`src/rtl/uart_pkg.sv`:
```
// Shared UART types and constants for the receive path and any future transmit path.
package uart_pkg;

  typedef enum logic [2:0] {
    IDLE,
    START,
    DATA,
    STOP,
    WAIT_IDLE
  } rx_state_e;

  localparam int   DATA_BITS = 8;
  localparam logic UART_IDLE = 1'b1;

endpackage

```
`src/rtl/sync_fifo.sv`:
```
// Generic first-word-fall-through FIFO: head readable combinationally, a push is visible the next cycle.
// A push while full is dropped unless a pop happens in the same cycle; a pop while empty is ignored.
module sync_fifo #(
  parameter int WIDTH = 8,
  parameter int DEPTH = 4
) (
  input  logic                           clk_i,
  input  logic                           rst_n_i,
  input  logic                           wr_en_i,
  input  logic [WIDTH-1:0]               wr_data_i,
  input  logic                           rd_en_i,
  output logic [WIDTH-1:0]               rd_data_o,
  output logic                           empty_o,
  output logic                           full_o,
  output logic [$clog2(DEPTH+1)-1:0]     count_o
);

  localparam int PW = (DEPTH > 1) ? $clog2(DEPTH) : 1;
  localparam int CW = $clog2(DEPTH + 1);

  logic [WIDTH-1:0] mem_q [DEPTH];
  logic [PW-1:0]    wr_ptr_q, wr_ptr_d;
  logic [PW-1:0]    rd_ptr_q, rd_ptr_d;
  logic [CW-1:0]    count_q, count_d;
  logic             do_wr, do_rd;

  assign empty_o   = (count_q == '0);
  assign full_o    = (count_q == CW'(DEPTH));
  assign count_o   = count_q;
  assign rd_data_o = mem_q[rd_ptr_q];

  // A full FIFO still accepts a write when the head leaves in the same cycle.
  assign do_rd = rd_en_i && !empty_o;
  assign do_wr = wr_en_i && (!full_o || rd_en_i);

  always_comb begin
    wr_ptr_d = wr_ptr_q;
    rd_ptr_d = rd_ptr_q;
    count_d  = count_q;
    if (do_wr) wr_ptr_d = wr_ptr_q + 1'b1;
    if (do_rd) rd_ptr_d = rd_ptr_q + 1'b1;
    if (do_wr && !do_rd) count_d = count_q + 1'b1;
    if (do_rd && !do_wr) count_d = count_q - 1'b1;
  end

  always_ff @(posedge clk_i or negedge rst_n_i) begin
    if (!rst_n_i) begin
      wr_ptr_q <= '0;
      rd_ptr_q <= '0;
      count_q  <= '0;
      for (int i = 0; i < DEPTH; i++) mem_q[i] <= '0;
    end else begin
      wr_ptr_q <= wr_ptr_d;
      rd_ptr_q <= rd_ptr_d;
      count_q  <= count_d;
      if (do_wr) mem_q[wr_ptr_q] <= wr_data_i;
    end
  end

endmodule

```
`src/rtl/uart_rx_fifo.sv`:
```
// 8N1 UART receiver with oversampling deframer feeding a FWFT byte FIFO; byte visible one cycle after stop sample.
// No backpressure on the line: a byte completing into a full FIFO without a pop is dropped and flags overrun.
module uart_rx_fifo
  import uart_pkg::*;
#(
  parameter int CLKS_PER_BIT = 87,
  parameter int FIFO_DEPTH   = 4,
  parameter int SYNC_STAGES  = 2
) (
  input  logic                              clk,
  input  logic                              rst_n,
  input  logic                              ena,
  input  logic                              rx,
  input  logic                              rd_en,
  output logic [7:0]                        rd_data,
  output logic                              empty,
  output logic                              full,
  output logic [$clog2(FIFO_DEPTH+1)-1:0]   count,
  output logic                              frame_err,
  output logic                              overrun,
  input  logic                              err_clr
);

  localparam int TW = $clog2(CLKS_PER_BIT);
  localparam logic [TW-1:0] BIT_LAST  = TW'(CLKS_PER_BIT - 1);
  localparam logic [TW-1:0] HALF_LAST = TW'(CLKS_PER_BIT / 2 - 1);

  logic [SYNC_STAGES-1:0] sync_q;
  logic                   rxs;
  rx_state_e              state_q;
  logic [TW-1:0]          timer_q;
  logic [2:0]             bit_idx_q;
  logic [DATA_BITS-1:0]   shift_q;
  logic                   frame_err_q, overrun_q;
  logic                   stop_hit, push, ferr_set, ovr_set;

  always_ff @(posedge clk or negedge rst_n) begin
    if (!rst_n) sync_q <= '1;
    else        sync_q <= {sync_q[SYNC_STAGES-2:0], rx};
  end

  assign rxs = sync_q[SYNC_STAGES-1];

  // Stop-bit decision is taken straight from state so the push lands on the sampling edge.
  assign stop_hit = ena && (state_q == STOP) && (timer_q == BIT_LAST);
  assign push     = stop_hit && (rxs == UART_IDLE);
  assign ferr_set = stop_hit && (rxs != UART_IDLE);
  assign ovr_set  = push && full && !rd_en;

  always_ff @(posedge clk or negedge rst_n) begin
    if (!rst_n) begin
      state_q   <= IDLE;
      timer_q   <= '0;
      bit_idx_q <= '0;
      shift_q   <= '0;
    end else if (!ena) begin
      state_q   <= IDLE;
      timer_q   <= '0;
      bit_idx_q <= '0;
    end else begin
      case (state_q)
        IDLE: begin
          timer_q   <= '0;
          bit_idx_q <= '0;
          if (rxs != UART_IDLE) state_q <= START;
        end
        START: begin
          if (timer_q == HALF_LAST) begin
            timer_q <= '0;
            state_q <= (rxs == UART_IDLE) ? IDLE : DATA;
          end else begin
            timer_q <= timer_q + 1'b1;
          end
        end
        DATA: begin
          if (timer_q == BIT_LAST) begin
            timer_q   <= '0;
            shift_q   <= {rxs, shift_q[DATA_BITS-1:1]};
            bit_idx_q <= bit_idx_q + 1'b1;
            if (bit_idx_q == 3'(DATA_BITS - 1)) state_q <= STOP;
          end else begin
            timer_q <= timer_q + 1'b1;
          end
        end
        STOP: begin
          if (timer_q == BIT_LAST) begin
            timer_q <= '0;
            state_q <= (rxs == UART_IDLE) ? IDLE : WAIT_IDLE;
          end else begin
            timer_q <= timer_q + 1'b1;
          end
        end
        WAIT_IDLE: begin
          if (rxs == UART_IDLE) state_q <= IDLE;
        end
        default: state_q <= IDLE;
      endcase
    end
  end

  // Set events take priority over a simultaneous clear.
  always_ff @(posedge clk or negedge rst_n) begin
    if (!rst_n) begin
      frame_err_q <= 1'b0;
      overrun_q   <= 1'b0;
    end else begin
      if (ferr_set)     frame_err_q <= 1'b1;
      else if (err_clr) frame_err_q <= 1'b0;
      if (ovr_set)      overrun_q   <= 1'b1;
      else if (err_clr) overrun_q   <= 1'b0;
    end
  end

  assign frame_err = frame_err_q;
  assign overrun   = overrun_q;

  sync_fifo #(
    .WIDTH (DATA_BITS),
    .DEPTH (FIFO_DEPTH)
  ) u_fifo (
    .clk_i     (clk),
    .rst_n_i   (rst_n),
    .wr_en_i   (push),
    .wr_data_i (shift_q),
    .rd_en_i   (rd_en),
    .rd_data_o (rd_data),
    .empty_o   (empty),
    .full_o    (full),
    .count_o   (count)
  );

endmodule

```
`config.mk`:
```
export PLATFORM = sky130hd
export DESIGN_NAME = uart_rx_fifo
export DESIGN_NICKNAME = d
export VERILOG_FILES = /design/src/rtl/uart_pkg.sv /design/src/rtl/sync_fifo.sv /design/src/rtl/uart_rx_fifo.sv
export SDC_FILE = /design/constraint.sdc
export NUM_CORES = 1
export LEC_CHECK = 0
export ABC_CLOCK_PERIOD_IN_PS = 4100
export CAP_MARGIN = 0
export CELL_PAD_IN_SITES_DETAIL_PLACEMENT = 2
export CELL_PAD_IN_SITES_GLOBAL_PLACEMENT = 2
export CORE_MARGIN = 1.5
export CORE_UTILIZATION = 45
export DETAILED_ROUTE_END_ITERATION = 16
export HOLD_SLACK_MARGIN = 0.02
export PLACE_DENSITY_LB_ADDON = 0.15
export SLEW_MARGIN = 30
export SYNTH_ARGS = -nofsm -noshare
export SYNTH_HDL_FRONTEND = slang
export SYNTH_SLANG_ARGS = --single-unit
```
`constraint.sdc`:
```
create_clock -name clk -period 4.1 [get_ports clk]
set_input_delay 0.41 -clock clk [delete_from_list [all_inputs] [get_ports clk]]
set_output_delay 0.41 -clock clk [all_outputs]
set_load 0.02 [all_outputs]
```
# After elaboration in Yosys (flattened, before gate mapping)

Cells that the tools add are included.

Word-level logic and storage cells: 96
Flip-flop bits (word level): 64
Input bits: 6

Bitwise logic cells: 3
Add/sub/neg operators: 6
Equal/unequal tests: 16
Reduce and logical (&&, ||, !) cells: 26
Order comparisons: 3
Muxes and demuxes: 28

Operators by type and width:

| operator                                                              | number |
|---|---|
| 3-bit 2-to-1 mux                                                      | 12 |
| 32-bit bitwise mux                                                    | 1 |
| 8-bit 2-to-1 mux                                                      | 3 |
| 7-bit 2-to-1 mux                                                      | 3 |
| 7-bit case mux with 3 select lines                                    | 1 |
| 8-bit binary-select mux with 2-bit select                             | 1 |
| 8-bit demux with 2-bit select                                         | 1 |
| 3-bit != test, second input constant                                  | 5 |
| 3-bit case mux with 5 select lines                                    | 1 |
| 1-bit logical AND                                                     | 11 |
| 3-bit equality test, second input constant                            | 3 |
| 7-bit by 1-bit adder with 7-bit output, second input constant         | 1 |
| 7-bit by 6-bit equality test with 1-bit output, second input constant | 1 |
| 7-bit equality test, second input constant                            | 1 |
| 3-bit by 1-bit adder with 3-bit output, second input constant         | 2 |
| 3-bit by 2-bit equality test with 1-bit output, second input constant | 2 |
| 3-bit >= comparator, second input constant                            | 2 |
| 3-bit logical NOT                                                     | 2 |
| 2-bit NOT with 3-bit output                                           | 2 |
| 3-bit case mux with 2 select lines                                    | 1 |
| 6-bit AND reduction                                                   | 1 |
| 2-bit nonzero test                                                    | 3 |
| 1-bit logical NOT                                                     | 5 |
| 2-bit by 1-bit adder with 2-bit output, second input constant         | 2 |
| 13 further kinds                                                      | 15 |

# Longest topological paths before layout

Gate-level depths: netlist (run 1).

Depth in word-level cells: 8
Depth in mapped cells: 11

# Cells and area by module

From an unflattened synthesis (run 1), not the netlist that was laid out.

Cell total of the unflattened synthesis: 227
Area total of the unflattened synthesis: 3,060.4 µm²

Modules (own cells, without submodules):

| module       | cells each | instances | seq. area each (µm²) | area each (µm²) |
|---|---|---|---|---|
| sync_fifo    | 115        | 1         | 975.9                | 1,801.7 |
| uart_rx_fifo | 112        | 1         | 628.1                | 1,258.7 |

# Worst setup path after synthesis (run 1)

No wires, ideal clock.

Path type: register -> register
From: register u_fifo.count_q[0] (netlist: u_fifo.count_o[0])
To: register u_fifo.count_q[2] (netlist: u_fifo.count_o[2])
Stages on the path, launching flop included: 9
Path slack: 1,917 ps
Setup time: 133 ps
Arrival: 2,050 ps
Required time: 3,967 ps
Cells stage by stage: dfrtp_1 -> nor3_1 -> nor2b_1 -> ha_1 -> inv_1 -> fa_1 -> xor2_1 -> nor2_1 -> xor2_1

Elaborated cells between the ends (all ways): 16
Classes of those cells: add/sub (2); eq/ne (1); mux (2); reduce/logical (11)

RTL lines:

| what                         | line               | text |
|---|---|---|
| start, declared              | sync_fifo.sv:24    | `logic [CW-1:0] count_q, count_d;` |
| start signal, assigned       | sync_fifo.sv:55    | `count_q <= count_d;` |
| 3-bit logical NOT *          | sync_fifo.sv:27    | `assign empty_o = (count_q == '0);` |
| via empty                    | uart_rx_fifo.sv:16 | `output logic empty,` |
| 1-bit logical NOT *          | sync_fifo.sv:33    | `assign do_rd = rd_en_i && !empty_o;` |
| 1-bit logical AND *          | sync_fifo.sv:33    |  |
| via u_fifo.do_rd             | sync_fifo.sv:25    | `logic do_wr, do_rd;` |
| 1-bit logical NOT            | sync_fifo.sv:42    | `if (do_wr && !do_rd) count_d = count_q + 1'b1;` |
| 1-bit logical AND            | sync_fifo.sv:42    |  |
| 2-bit nonzero test (no line) | --                 |  |

Mark *: on every way through the listed nets, which the timed path passes. The rest lies on a longest branch. The select of a mux whose other input is x is not followed.
A chain may end at the register's enable or synchronous reset.

# Worst setup path after layout (run 1)

From: register u_fifo.rd_ptr_q[0]
To: output rd_data[4]

Cells in the longest elaborated chain, start to end: 4

Ends and longest elaborated chain:

| what                                                 | line               | text |
|---|---|---|
| start, declared                                      | sync_fifo.sv:23    | `logic [PW-1:0] rd_ptr_q, rd_ptr_d;` |
| start signal, assigned                               | sync_fifo.sv:54    | `rd_ptr_q <= rd_ptr_d;` |
| 2-bit NOT with 3-bit output (implied by the code)    | sync_fifo.sv:30    | `assign rd_data_o = mem_q[rd_ptr_q];` |
| 8-bit binary-select mux with 2-bit select            | sync_fifo.sv:30    |  |
| 8-bit 2-to-1 mux (implied by the code) (2 in series) | sync_fifo.sv:30    |  |
| end, declared                                        | uart_rx_fifo.sv:15 | `output logic [7:0] rd_data,` |

No other way between the ends. The select of a mux whose other input is x is not followed.

==> metrics.md, run 1 <==
| Metric | Value |
|---|---|
| Hold Vio Cnt, Final | `0` |
| Most frequent cells in the layout | `dfrtp_1, mux2_4, clkdlybuf4s50_1, nand2_1, inv_1` |
| Longest Clk Path Bufs | `2` |
| IO Pins | `21` |
| DP Area | `0.00349 mm²` |
| Post-route ant nets | `0` |
| DP HPWL | `4870 µm` |
| Starting Density | `46.8%` |
| Placeable Area | `0.00687 mm²` |
| Worst rel slew slack | `54.7%` |
| Critical Path RT | `3.69 ns` |
| Worst endpoint data arrival time | `2.29 ns` |
| Final core occ | `53.8%` |
| Setup Total Neg Slack | `0 ns` |
| Cts repair resizes | `0` |
| Syn Nets | `244` |
| Synthesized area | `0.00322 mm²` |
| Critical path launch point type | `flip-flop` |
| Crit path cell chain | `mux4_2, clkdlybuf4s50_1` |
| Leakage power | `1.73 nW` |
| Fmax | `370 MHz` |
| Most common cell after layout, fill and taps aside | `dfrtp_1` |
| PD cells | `415 mW/mm²` |
| Ys Warns | `0` |
| Final Setup Violations | `0` |
| Port Buffer Count | `20` |
| Routability cong. | `0.729` |
| Crit end category | `output port` |
| Asr flop ratio synth | `100%` |
| DR WL/cell | `21.1 µm` |
| Final WL | `7430 µm` |
| Fillcell total | `646` |
| Largest delay share family, worst path | `flip-flops` |
| Worst Clk Skew | `0.00709 ns` |
| # diodes | `0` |
| Worst slew pin tran | `0.679 ns` |
| # DRC | `0` |
| CTS Sinks | `64` |
| Area grow syn2layout | `14.9%` |
| RSZ-0062 raised after global routing | `no` |
| Total CTS buffers | `9` |
| Slowest stage delay, CP | `0.78 ns` |
| Sequential share of the synthesized area | `49.9%` |
| Die area | `0.00766 mm²` |
| Vias/cell | `5.44` |
| Gr usage total | `21.9%` |
| Clock slew at reported path FFs | `0.08 ns` |
| Yosys reg bits | `64` |
| Global-route wire length before repair | `12300 µm` |
| Initial DRC Count | `74` |
| CTS tree | `built` |
| Layout cell share with drive strength beyond 1 | `30.7%` |
| Max cap viols | `0` |
| Syn_area_per_cell | `14.1 µm²` |
| Rows | `30` |
| Die Wd | `87.5 µm` |
| Peak supply drop | `0.000182 V` |
| Finished Cell Area | `0.00370 mm²` |
| H-Tree Depth | `3` |
| Pre-CTS setup slack | `1.38 ns` |
| NumNets Final | `268` |
| Synth unique cells | `47` |
| Syn Inst Count | `228` |
| Primary FF master, synth | `dfrtp_1` |
| Overall power | `1.54 mW` |
| Largest net degree at the start of global routing | `47` |
| Vias | `1919` |
| Buf/Inv on CP | `1` |
| Max Slew Vio Count | `0` |
| Crit-path max FO | `10` |
| Vias in the first global route | `2188` |
| Hold WC Path Type | `in -> async` |
| Post-CTS Hold Buffers | `0` |
| Total global routing overflow | `0` |
| Clk_lat worst skew | `0.35 ns` |
| Min Tclk post-route | `2.70 ns` |
| Part of the cycle the worst path needs | `65.9%` |
| Setup Buffers After CTS | `0` |
| Status | `completed` |
| Final setup margin | `1.40 ns` |
| Die height | `87.5 µm` |
| Slowest cell on crit path | `dfrtp_1` |
| Root Buffer | `clkbuf_8` |
| Initial antenna violation count | `0` |
| Post-synth EDFFs | `0` |
| First-pass detailed-route iteration total | `3` |
| WS Path Type | `reg -> out` |
==> path summary, 6_finish.rpt <==
path                                                 from                            end  slack, ns  cells after the start
max reg2reg                        timer_q[0]$_DFFE_PN0P_  u_fifo.count_o[2]$_DFFE_PN0P_       1.59                     11
min reg2reg                           sync_q[0]$_DFF_PN1_            sync_q[1]$_DFF_PN1_       0.36                      0
max                        u_fifo.rd_ptr_q[0]$_DFFE_PN0P_                     rd_data[4]       1.40                      2
min in group clk                      sync_q[0]$_DFF_PN1_            sync_q[1]$_DFF_PN1_       0.36                      0
min                                                 rst_n   u_fifo.mem_q[17]$_DFFE_PN0P_       0.07                      1
max in group asynchronous                           rst_n            sync_q[0]$_DFF_PN1_       3.28                      2
==> worst register-to-register path: cells and delay by family (launching register included) <==
family        cells  cell delay [ns]
xor+xnor          2             0.32
fa+ha+maj         3             0.59
buf+inv           2             0.20
flops             1             0.42
simple gates      4             0.85
==> report_power, final <==
group	internal, mW	switching [mW]	leakage, nW
Combinational	0.119	0.108	0.765
Sequential	0.660	0.0813	0.864
Clock	0.299	0.267	0.0989
Total	1.08	0.456	1.73
==> flip-flops by register name, summed over array words and instances (netlist names) <==
| signal | flops |
|---|---|
| shift_q | 8 |
| overrun | 1 |
| state_q | 3 |
| u_fifo.wr_ptr_q | 2 |
| u_fifo.mem_q | 32 |
| timer_q | 7 |
| u_fifo.count_o | 3 |
| sync_q | 2 |
| frame_err | 1 |
| u_fifo.rd_ptr_q | 2 |
| bit_idx_q | 3 |
==> Yosys cell counts, drive strengths merged, types with 2 or more instances <==
| cell type | n | area (µm²) |
|---|---|---|
| dfrtp | 62 | 1550 |
| mux2 | 42 | 593 |
| nand2 | 16 | 125 |
| inv | 11 | 41.3 |
| nor2 | 10 | 37.5 |
| ha | 9 | 113 |
| mux4 | 8 | 180 |
| xnor2 | 7 | 61.3 |
| buf | 5 | 38.8 |
| nand3 | 4 | 20.0 |
| nor3 | 4 | 20.0 |
| a21oi | 3 | 15.0 |
| and3 | 3 | 20.0 |
| clkbuf | 3 | 11.3 |
| nand3b | 3 | 22.5 |
| o21ai | 3 | 15.0 |
| xor2 | 3 | 26.3 |
| and4b | 2 | 21.3 |
| and4bb | 2 | 28.8 |
| dfstp | 2 | 52.6 |
| mux2i | 2 | 20.0 |
| nand4b | 2 | 17.5 |
| nor2b | 2 | 12.5 |
| o22ai | 2 | 12.5 |
| o31a | 2 | 17.5 |
| or3 | 2 | 12.5 |
==> area by class of cell <==
cell class	instances	area [µm²]	area share (%)
sequential	64	1600	43.4
clock inverter	6	67.6	1.83
tap	96	120	3.25
clock buffer	10	138	3.72
inverter	11	41.3	1.12
multi-input combinational	145	1520	41.1
timing repair buffer	21	205	5.55
==> layer usage <==
metal / vias to the layer above / share of wire, % / GRT usage (%)
met5: - / 0 / 0
met2: 21 / 49 / 35.2
met4: 0 / 1.6 / 7.36
met3: 10 / 1.8 / 3.68
li1: 874 / - / -
met1: 1014 / 48 / 30.2
==> per-stage QoR <==
stage / hold WS, ns / cells
final: 0.0683 / 353
after CTS: 0.0793 / 353
after floorplan: 0.114 / 228
after global routing: 0.0861 / 353
after global placement: 0.347 / 337
after detailed placement: 0.354 / 337
==> logic make-up after synthesis <==
kind of cell | share of synthesized area, %
adder cells (fa/ha/maj) | 4.12
flip-flops | 49.9
AND/OR/NAND/NOR | 11.8
multiplexers | 24.7
buffers and inverters | 2.84
AO/OA/AOI/OAI | 3.97
XOR/XNOR | 2.72
(Power assumes the default switching activity.)
==> inputs of run 2 (changes only) <==
--- a/config.mk
+++ b/config.mk
@@ -5,12 +5,12 @@
 export SDC_FILE = /design/constraint.sdc
 export NUM_CORES = 1
 export LEC_CHECK = 0
-export ABC_CLOCK_PERIOD_IN_PS = 4100
+export ABC_CLOCK_PERIOD_IN_PS = 2650
 export CAP_MARGIN = 0
 export CELL_PAD_IN_SITES_DETAIL_PLACEMENT = 2
 export CELL_PAD_IN_SITES_GLOBAL_PLACEMENT = 2
 export CORE_MARGIN = 1.5
-export CORE_UTILIZATION = 45
+export CORE_UTILIZATION = 42
 export DETAILED_ROUTE_END_ITERATION = 16
 export HOLD_SLACK_MARGIN = 0.02
 export PLACE_DENSITY_LB_ADDON = 0.15
==> constraint.sdc (replaced) <==
create_clock -name clk -period 2.65 [get_ports clk]
set_input_delay 0.265 -clock clk [delete_from_list [all_inputs] [get_ports clk]]
set_output_delay 0.265 -clock clk [all_outputs]
set_load 0.02 [all_outputs]
==> run 2 against run 1 <==
Worst hold slack better by 0.26 ns. Global-route usage is 2.3 points lower. Non-clock buffer count is 4 higher. Wire length is 2.9% lower. Total power is 54% higher. Sequential cell count stayed put. Combinational power is 83% higher. Register-to-register slack worse by 1.4 ns. Core utilization is 3.0 points lower. Count of clock-buffer cells in the layout is 1 lower. First-iteration DRC count is 16% higher. Sequential power is 48% higher. Highest routed layer unchanged.
==> metrics.md, run 2 (synthesis results as in run 1) <==
| Metric | Value |
|---|---|
| Fin cells | `360` |
| DR WL/cell | `20.1 µm` |
| # diodes | `0` |
| Total global routing overflow | `0` |
| Final WL | `7220 µm` |
| Combinational fraction of design power | `17.6%` |
| Crit end category | `flip-flop` |
| Finished Cell Area | `0.00372 mm²` |
| NumNets Final | `272` |
| Max Slew Vio Count | `0` |
| Hold Vio Cnt, Final | `0` |
| Die height | `90.5 µm` |
| Fmax | `406 MHz` |
| Setup Total Neg Slack | `0 ns` |
| Longest Clk Path Bufs | `2` |
| H-Tree Depth | `3` |
| Cts repair resizes | `0` |
| Routability cong. | `0.741` |
| Final Setup Violations | `0` |
| Top reg by flops | `u_fifo.mem_q` |
| Max cap viols | `0` |
| Seq pwr share | `46.5%` |
| Vias | `1933` |
| Post-route ant nets | `0` |
| Part of the cycle the worst path needs | `92.9%` |
| WS Path Type | `reg -> reg` |
| Die area | `0.00819 mm²` |
| Vias in the first global route | `2158` |
| Initial DRC Count | `86` |
| Initial antenna violation count | `0` |
| Switching Fraction | `30.1%` |
| PD cells | `635 mW/mm²` |
| Die Wd | `90.5 µm` |
| Hold WC Path Type | `in -> reg` |
| Gr usage total | `19.6%` |
| Worst slew pin tran | `0.776 ns` |
| Root Buffer | `clkbuf_8` |
| Worst Clk Skew | `0.0126 ns` |
| DP Cell Count | `343` |
| Top flop regs | `u_fifo.mem_q: 32 flops, shift_q: 8 flops, timer_q: 7 flops` |
| Min Tclk post-route | `2.46 ns` |
| Int Power | `1.65 mW` |
| Most frequent cells in the layout | `dfrtp_1, mux2_4, clkdlybuf4s50_1, nand2_1, inv_1` |
| Rows | `31` |
| Max reg flops | `32` |
| IO Pins | `21` |
| DP HPWL | `4840 µm` |
| Status | `completed` |
| Most common cell after layout, fill and taps aside | `dfrtp_1` |
| Total CTS buffers | `9` |
| Global-route wire length before repair | `12100 µm` |
| Starting Density | `43.9%` |
| Peak supply drop | `0.000428 V` |
| Layout cell share with drive strength beyond 1 | `31.4%` |
| Area grow syn2layout | `15.7%` |
| Power share of the clock group | `35.9%` |
| DP Area | `0.00351 mm²` |
| Largest net degree at the start of global routing | `33` |
| Placeable Area | `0.00733 mm²` |
| P_sw | `711 µW` |
| Leakage power | `1.74 nW` |
| Clock slew at reported path FFs | `0.08 ns` |
| Critical path launch point type | `flip-flop` |
| Vias/cell | `5.37` |
| Clk_lat worst skew | `0.35 ns` |
| Crit-path max FO | `4` |
| Port Buffer Count | `20` |
| CTS tree | `built` |
| Worst endpoint data arrival time | `2.69 ns` |
| CTS Sinks | `64` |
| R2R Setup Slk | `0.19 ns` |
| Worst rel slew slack | `48.3%` |
| First-pass detailed-route iteration total | `4` |
| # DRC | `0` |
| Fillcell total | `700` |
| Critical Path RT | `2.87 ns` |
| RSZ-0062 raised after global routing | `no` |
==> run 2: cell count changes in the layout (fill, tap and decap cells not counted) <==
cell           before  now
clkinv_4            1    2
clkinv_2            1    2
buf_4               2    4
buf_2               0    1
clkbuf_8           10    9
inv_6               1    0
dlygate4sd3_1       0    1
==> run 2: layout make-up <==
class	instances	area (µm²)	share of cell area, %
inverter	11	41.3	1.11
timing repair buffer	25	235	6.32
clock inverter	7	72.6	1.95
sequential	64	1600	43.1
tap	99	124	3.33
clock buffer	9	124	3.33
multi-input combinational	145	1520	40.9
==> run 2: layer usage <==
metal | vias up | part of all wire (%) | global-route usage [%]
met3 | 8 | 1.7 | 3.20
met4 | 0 | 1.8 | 8.33
li1 | 872 | - | -
met5 | - | 0 | 0
met2 | 23 | 48 | 30.1
met1 | 1030 | 48 | 27.5
==> run 2: worst max-delay path, cell delays in order, from the launching register on <==
cell and delay [ns]:
dfrtp_1 0.42, inv_1 0.10, ha_1 0.17, and4b_1 0.20, nand4b_1 0.16, or3_1 0.41
ha_1 0.22, inv_1 0.08, fa_1 0.18, xor2_1 0.18, nor2_1 0.08, xor2_1 0.15
==> run 2: worst paths after layout <==
path | cells after the start | start | endpoint
worst max-delay path | 11 | timer_q[0]$_DFFE_PN0P_ | u_fifo.count_o[2]$_DFFE_PN0P_
worst min-delay path | 1 | rx | sync_q[0]$_DFF_PN1_
worst max register to register | 11 | timer_q[0]$_DFFE_PN0P_ | u_fifo.count_o[2]$_DFFE_PN0P_
worst min register to register | 0 | sync_q[0]$_DFF_PN1_ | sync_q[1]$_DFF_PN1_
max in group asynchronous | 3 | rst_n | sync_q[1]$_DFF_PN1_
min in group asynchronous | 2 | rst_n | u_fifo.mem_q[9]$_DFFE_PN0P_
==> run 2: power groups by stage <==
stage	combinational [mW]	clock, mW	sequential, mW
after detailed placement	0.411	0	1.12
after global routing	0.460	0.909	1.11
after CTS	0.427	0.875	1.10
after global placement	0.398	0	1.12
final	0.415	0.849	1.10
after floorplan	0.251	0	1.10
==> run 2: timing repair <==
item / in CTS / in global routing
hold buffers: 1 / 0
hold endpoints to repair: 17 / 0
buffers inserted: 0 / 0
==> run 2: through the flow <==
| stage | power, mW | util [%] | setup slack [ns] | hold WS (ns) |
|---|---|---|---|---|
| after CTS | 2.40 | 50.8 | 0.149 | 0.314 |
| after floorplan | 1.35 | - | 0.467 | -0.0306 |
| after global routing | 2.48 | 50.8 | 0.0292 | 0.325 |
| final | 2.36 | 50.8 | 0.188 | 0.330 |
| after global placement | 1.52 | 47.9 | 0.319 | 0.348 |
| after detailed placement | 1.53 | 47.9 | 0.248 | 0.350 |
==> patch 1, RTL diff (flow settings as in run 2) <==
The 5 states of `rx_state_e` get a one-hot encoding in 5 bits.
--- a/src/rtl/uart_pkg.sv
+++ b/src/rtl/uart_pkg.sv
@@ -1,12 +1,12 @@
 // Shared UART types and constants for the receive path and any future transmit path.
 package uart_pkg;
 
-  typedef enum logic [2:0] {
-    IDLE,
-    START,
-    DATA,
-    STOP,
-    WAIT_IDLE
+  typedef enum logic [4:0] {
+    IDLE      = 5'b00001,
+    START     = 5'b00010,
+    DATA      = 5'b00100,
+    STOP      = 5'b01000,
+    WAIT_IDLE = 5'b10000
   } rx_state_e;
 
   localparam int   DATA_BITS = 8;
Function: same outputs for any inputs over 10 cycles, from zero or initial values and one cycle with rst_n low; not proved beyond that.
==> patch 1 against run 2 <==
Setup slack better by 21 ps; via count up 7.4%; sequential power up 5%; clock skew down 4.8 ps; area after synthesis down 1.3%; combinational power up 46%; design area up 2.5%; routed wire length up 8.6%; power up 21%; sequential cell count up 2.
==> patch 1: results (changes against run 2) <==
Status
  – Run status: completed

GRT
  – Number of global-route vias before repair: 2,337 (+8.3%)
  – First-pass GRT wire length: 13,000 um (+7.6%)
  – Total track usage: 21.1% (+1.5 points)
  – Largest net degree at the start of global routing: 67 (+100%)

Layout
  – Proportion of layout cells with a drive suffix above 1: 31.8% (+0.38 points)
  – Net count of the finished layout: 294 (+8.1%)
  – Layout Cells excl Fill: 382 (+6.1%)

Power
  – Largest vdd supply drop: 401 uV (-6.4%)
  – P_leak: 1.79 nW (+2.6%)
  – Switching power share of the total: 29.3% (-0.78 points)

Clocking
  – Hold buffer count at cts: 0 (-1)
  – CTS Root Cell: clkbuf_8

Setup path
  – Depth of the most critical reg-to-reg path: 12 (+1)
  – Slowest cell on the critical path: dfrtp_1
  – Worst r2r dst: u_fifo.count_o[2]$_DFFE_PN0P_
  – Critical Path AT: 2670 ps (-20 ps)
  – CP delay by family, top: simple AND/OR/NAND/NOR gates

STA
  – Final hold slack: 107 ps (-224 ps)
  – Crit share post-route: 92.1% (-0.80 points)
  – Slew @ Worst Pin: 841 ps (+65.3 ps)
  – Worst clock skew on the final layout: 7.74 ps (-4.81 ps)

Yosys
  – Synthesized-area fraction occupied by ao, oa, aoi and oai cells: 6.03% (+2.1 points)
  – Commonest cells in the synthesized netlist: dfrtp_1 (63), mux2_2 (39), inv_1 (14), nand2_1 (12), nor2_1 (12)
  – Nets in the synthesized netlist: 260 (+6.6%)
  – Synthesized-area fraction occupied by adder cells: 4.18% (+0.055 points)
  – Multiplexer fraction of the synthesized cell area: 21.2% (-3.5 points)
  – XOR/XNOR Fraction of Synth Area: 2.21% (-0.52 points)
  – Fraction of the yosys area taken by sequential cells: 52.2% (+2.3 points)
  – Top cells by area in the synthesized netlist: dfrtp_1 (50%), mux2_2 (14%), mux4_2 (5.7%)
  – Average instance area after synthesis: 13.0 um2 (-7.8%)

Place
  – Routability congestion estimate from global placement: 0.789 (+6.6%)
  – Post-DP HPWL: 4980 um (+2.9%)
  – Worst-case setup slack after placement: 151 ps (-96.7 ps)
  – Placed instance count: 362 (+5.5%)
  – Post-Place Cell Area: 3520 um2 (+0.14%)

Detailed routing
  – Drt via density: 5.44 (+1.3%)
  – Number of optimization iterations in the first detailed-route pass: 2 (-2)
  – Final wirelength: 7840 um (+8.6%)
  – Number of DRC markers after the initial detailed-route iteration: 64 (-26%)

Worst hold path
  – Type of the most critical hold path: in2async
-- patch 1: kinds of logic (layout without fill, tap and decap cells) --
| kind of cell | Yosys count | count (layout) |
|---|---|---|
| buffers and inverters | 24 | 63 |
| adders and majority gates | 10 | 10 |
| AOI/OAI and AO/OA | 26 | 26 |
| and+or+nand+nor | 58 | 58 |
| muxes | 52 | 52 |
| DFF | 66 | 66 |
| xor gates and xnor gates | 8 | 8 |
-- patch 1: layout make-up --
cell class / count / area, um2
inverters: 14 / 52.6
flip-flops and latches: 66 / 1660
well taps: 99 / 124
clock buffers: 12 / 155
fillers: 750 / 3480
repair buffers: 33 / 293
multi-input cells: 154 / 1440
clock inverters: 4 / 97.6
-- patch 1: metal layers --
layer / vias to the layer above / GRT usage (%) / share of wire [%]
met4: 0 / 7.54 / 1.6
met1: 1091 / 27.4 / 46
met2: 25 / 35.8 / 51
met5: - / 0 / 0
met3: 14 / 3.55 / 2.1
li1: 947 / - / -
-- patch 1: power by group through the flow --
stage               clock network, mW  logic [mW]  registers, mW
floorplan                           0       0.379           1.16
global placement                    0       0.581           1.18
detailed placement                  0       0.597           1.18
CTS                              1.10       0.611           1.16
global route                     1.14       0.675           1.17
finish                           1.08       0.607           1.16
-- patch 1: worst register-to-register path, delay by kind of cell (launching register included) --
family	cells	cell delay (ps)
XOR/XNOR	2	290
adder cells (fa/ha/maj)	3	570
buffers and inverters	2	160
flip-flops	1	420
AND/OR/NAND/NOR	5	890
-- patch 1: timing repair --
action / CTS / global route
setup endpoints to repair: 0 / 2
hold endpoints to repair: 0 / 0
buffers inserted: 0 / 4
resized for setup: 0 / 3
==> patch 2, RTL diff (settings of run 2) <==
Without the edit above. `CLKS_PER_BIT`: 87 -> 174.
--- a/src/rtl/uart_rx_fifo.sv
+++ b/src/rtl/uart_rx_fifo.sv
@@ -3,7 +3,7 @@
 module uart_rx_fifo
   import uart_pkg::*;
 #(
-  parameter int CLKS_PER_BIT = 87,
+  parameter int CLKS_PER_BIT = 174,
   parameter int FIFO_DEPTH   = 4,
   parameter int SYNC_STAGES  = 2
 ) (
Check against the original RTL: no difference found for any inputs over 10 cycles, from zero or initial values and one cycle with rst_n low; that may be too few to reach the edited logic, so the function may still have changed.
==> patch 2 against run 2 <==
Design area grew 2.9%; routed wire length rose by 9.0%; sequential cell count increased by 1; power grew 7.6%; sequential share of layout area is 0.53 points lower; critical path depth decreased by 3; area after synthesis fell by 0.35%; non-clock buffer count up 11; die area fell by 0.34%; setup slack got worse by 64 ps; critical endpoint is now u_fifo.count_o[1]$_DFFE_PN0P_; largest power group unchanged.
==> patch 2: results (changes against run 2) <==
Status
  – Run status: completed

Clocking
  – Clock insertion delay at the later pin of the skew report: 350 ps (about the same)
  – Clock net sink count: 65 (+1.6%)
  – Count of instances resized after the clock tree is built: 1 (+1)

Power
  – Int Pwr: 1.80 mW (+9.1%)
  – Largest vdd supply drop: 385 uV (-10%)
  – P_leak: 1.78 nW (+1.9%)

GRT
  – Number of global-route vias before repair: 2,439 (+13%)
  – Total track usage: 21.2% (+1.5 points)
  – Largest net degree at the start of global routing: 32 (-3.0%)
  – First-pass GRT wire length: 13,100 um (+8.1%)

Layout
  – Number of ordinary and repair buffers in the finished layout: 36 (+44%)
  – Filler Cell Count: 683 (-2.4%)
  – Share of final layout cell area taken by clock buffers and inverters: 5.75% (+0.47 points)
  – Net count of the finished layout: 301 (+11%)
  – Count of inverters not on the clock network in the layout: 12 (+1)
  – Layout area overhead: 19.5%
  – Buffer share of cell area: 8.30% (+2.0 points)
  – Register Area: 1630 um2 (+1.6%)
  – Multi-Input Combinational: 160 (+10%)
  – Clkbuf count: 10 (+1)
  – Biggest regs: u_fifo.mem_q (32), shift_q (8), timer_q (8)
  – Proportion of layout cells with a drive suffix above 1: 32.2% (+0.76 points)
  – Multi-input combinational area share: 39.0% (-1.9 points)
  – Layout Cells excl Fill: 388 (+7.8%)

Yosys
  – Count of different cell masters after synthesis: 48 (+2.1%)
  – Synthesized-area fraction occupied by ao, oa, aoi and oai cells: 7.77% (+3.8 points)
  – Nets in the synthesized netlist: 266 (+9.0%)
  – Multiplexer fraction of the synthesized cell area: 21.3% (-3.4 points)
  – Top cells by area in the synthesized netlist: dfrtp_1 (49%), mux2_2 (14%), mux4_2 (5.6%)
  – XOR/XNOR Fraction of Synth Area: 2.46% (-0.26 points)
  – Synthesized-area fraction occupied by adder cells: 4.53% (+0.40 points)
  – Fraction of the yosys area taken by sequential cells: 50.8% (+0.96 points)
  – Synthesized instance count: 249 (+9.2%)
  – Commonest cells in the synthesized netlist: dfrtp_1 (63), mux2_2 (41), nand2_1 (16), inv_1 (12), ha_1 (10)

Setup path
  – Max stage delay on crit path: 490 ps (+70 ps)
  – Depth of the most critical reg-to-reg path: 8 (-3)
  – Critical Path AT: 2800 ps (+110 ps)
  – CP delay by family, top: simple AND/OR/NAND/NOR gates
  – Highest net fanout along the worst path: 6 (+2)
  – Worst reg-to-reg setup slack: 120 ps (-60 ps)
  – Beginning of the worst register-to-register path: timer_q[6]$_DFFE_PN0P_

STA
  – Worst slew margin relative to its limit: 50.5% (+2.2 points)
  – Worst clock skew on the final layout: 9.18 ps (-3.38 ps)

Place
  – Post-DP HPWL: 5500 um (+13%)
  – Post-Place Cell Area: 3570 um2 (+1.6%)
  – Worst-case setup slack after placement: 74.5 ps (-173 ps)
  – Placed instance count: 369 (+7.6%)
  – Routability congestion estimate from global placement: 0.745 (+0.55%)

Detailed routing
  – Final wirelength: 7870 um (+9.0%)
  – Number of vias after detailed routing: 2,144 (+11%)
  – Number of DRC markers after the initial detailed-route iteration: 50 (-42%)

Worst hold path
  – Number of cells traversed by the worst hold path: 1 (unchanged)
==> patch 2: cell count changes in the layout (fill, tap and decap cells not counted), sizes merged, moves of 3 or more <==
cell    delta
o211a      +3
a21boi     +5
nor2       -5
nand3      +5
or3b       +3
buf       +11
xnor2      -3
nor2b      +4
==> patch 2: layer usage <==
layer / track usage [%] / wire (um) / up-vias / share of wire (%)
met3: 4.71 / 242 / 12 / 3.1
met5: 0 / 0 / - / 0
met4: 7.94 / 122 / 0 / 1.6
met1: 25.0 / 3310 / 1126 / 42
met2: 37.4 / 4200 / 35 / 53
li1: - / - / 971 / -
==> patch 2: power groups by stage <==
stage	clock [mW]	combinational [mW]	sequential [mW]
after CTS	0.961	0.486	1.12
after floorplan	0	0.290	1.12
after global placement	0	0.460	1.13
final	0.943	0.481	1.12
after global routing	1.01	0.533	1.13
after detailed placement	0	0.473	1.14
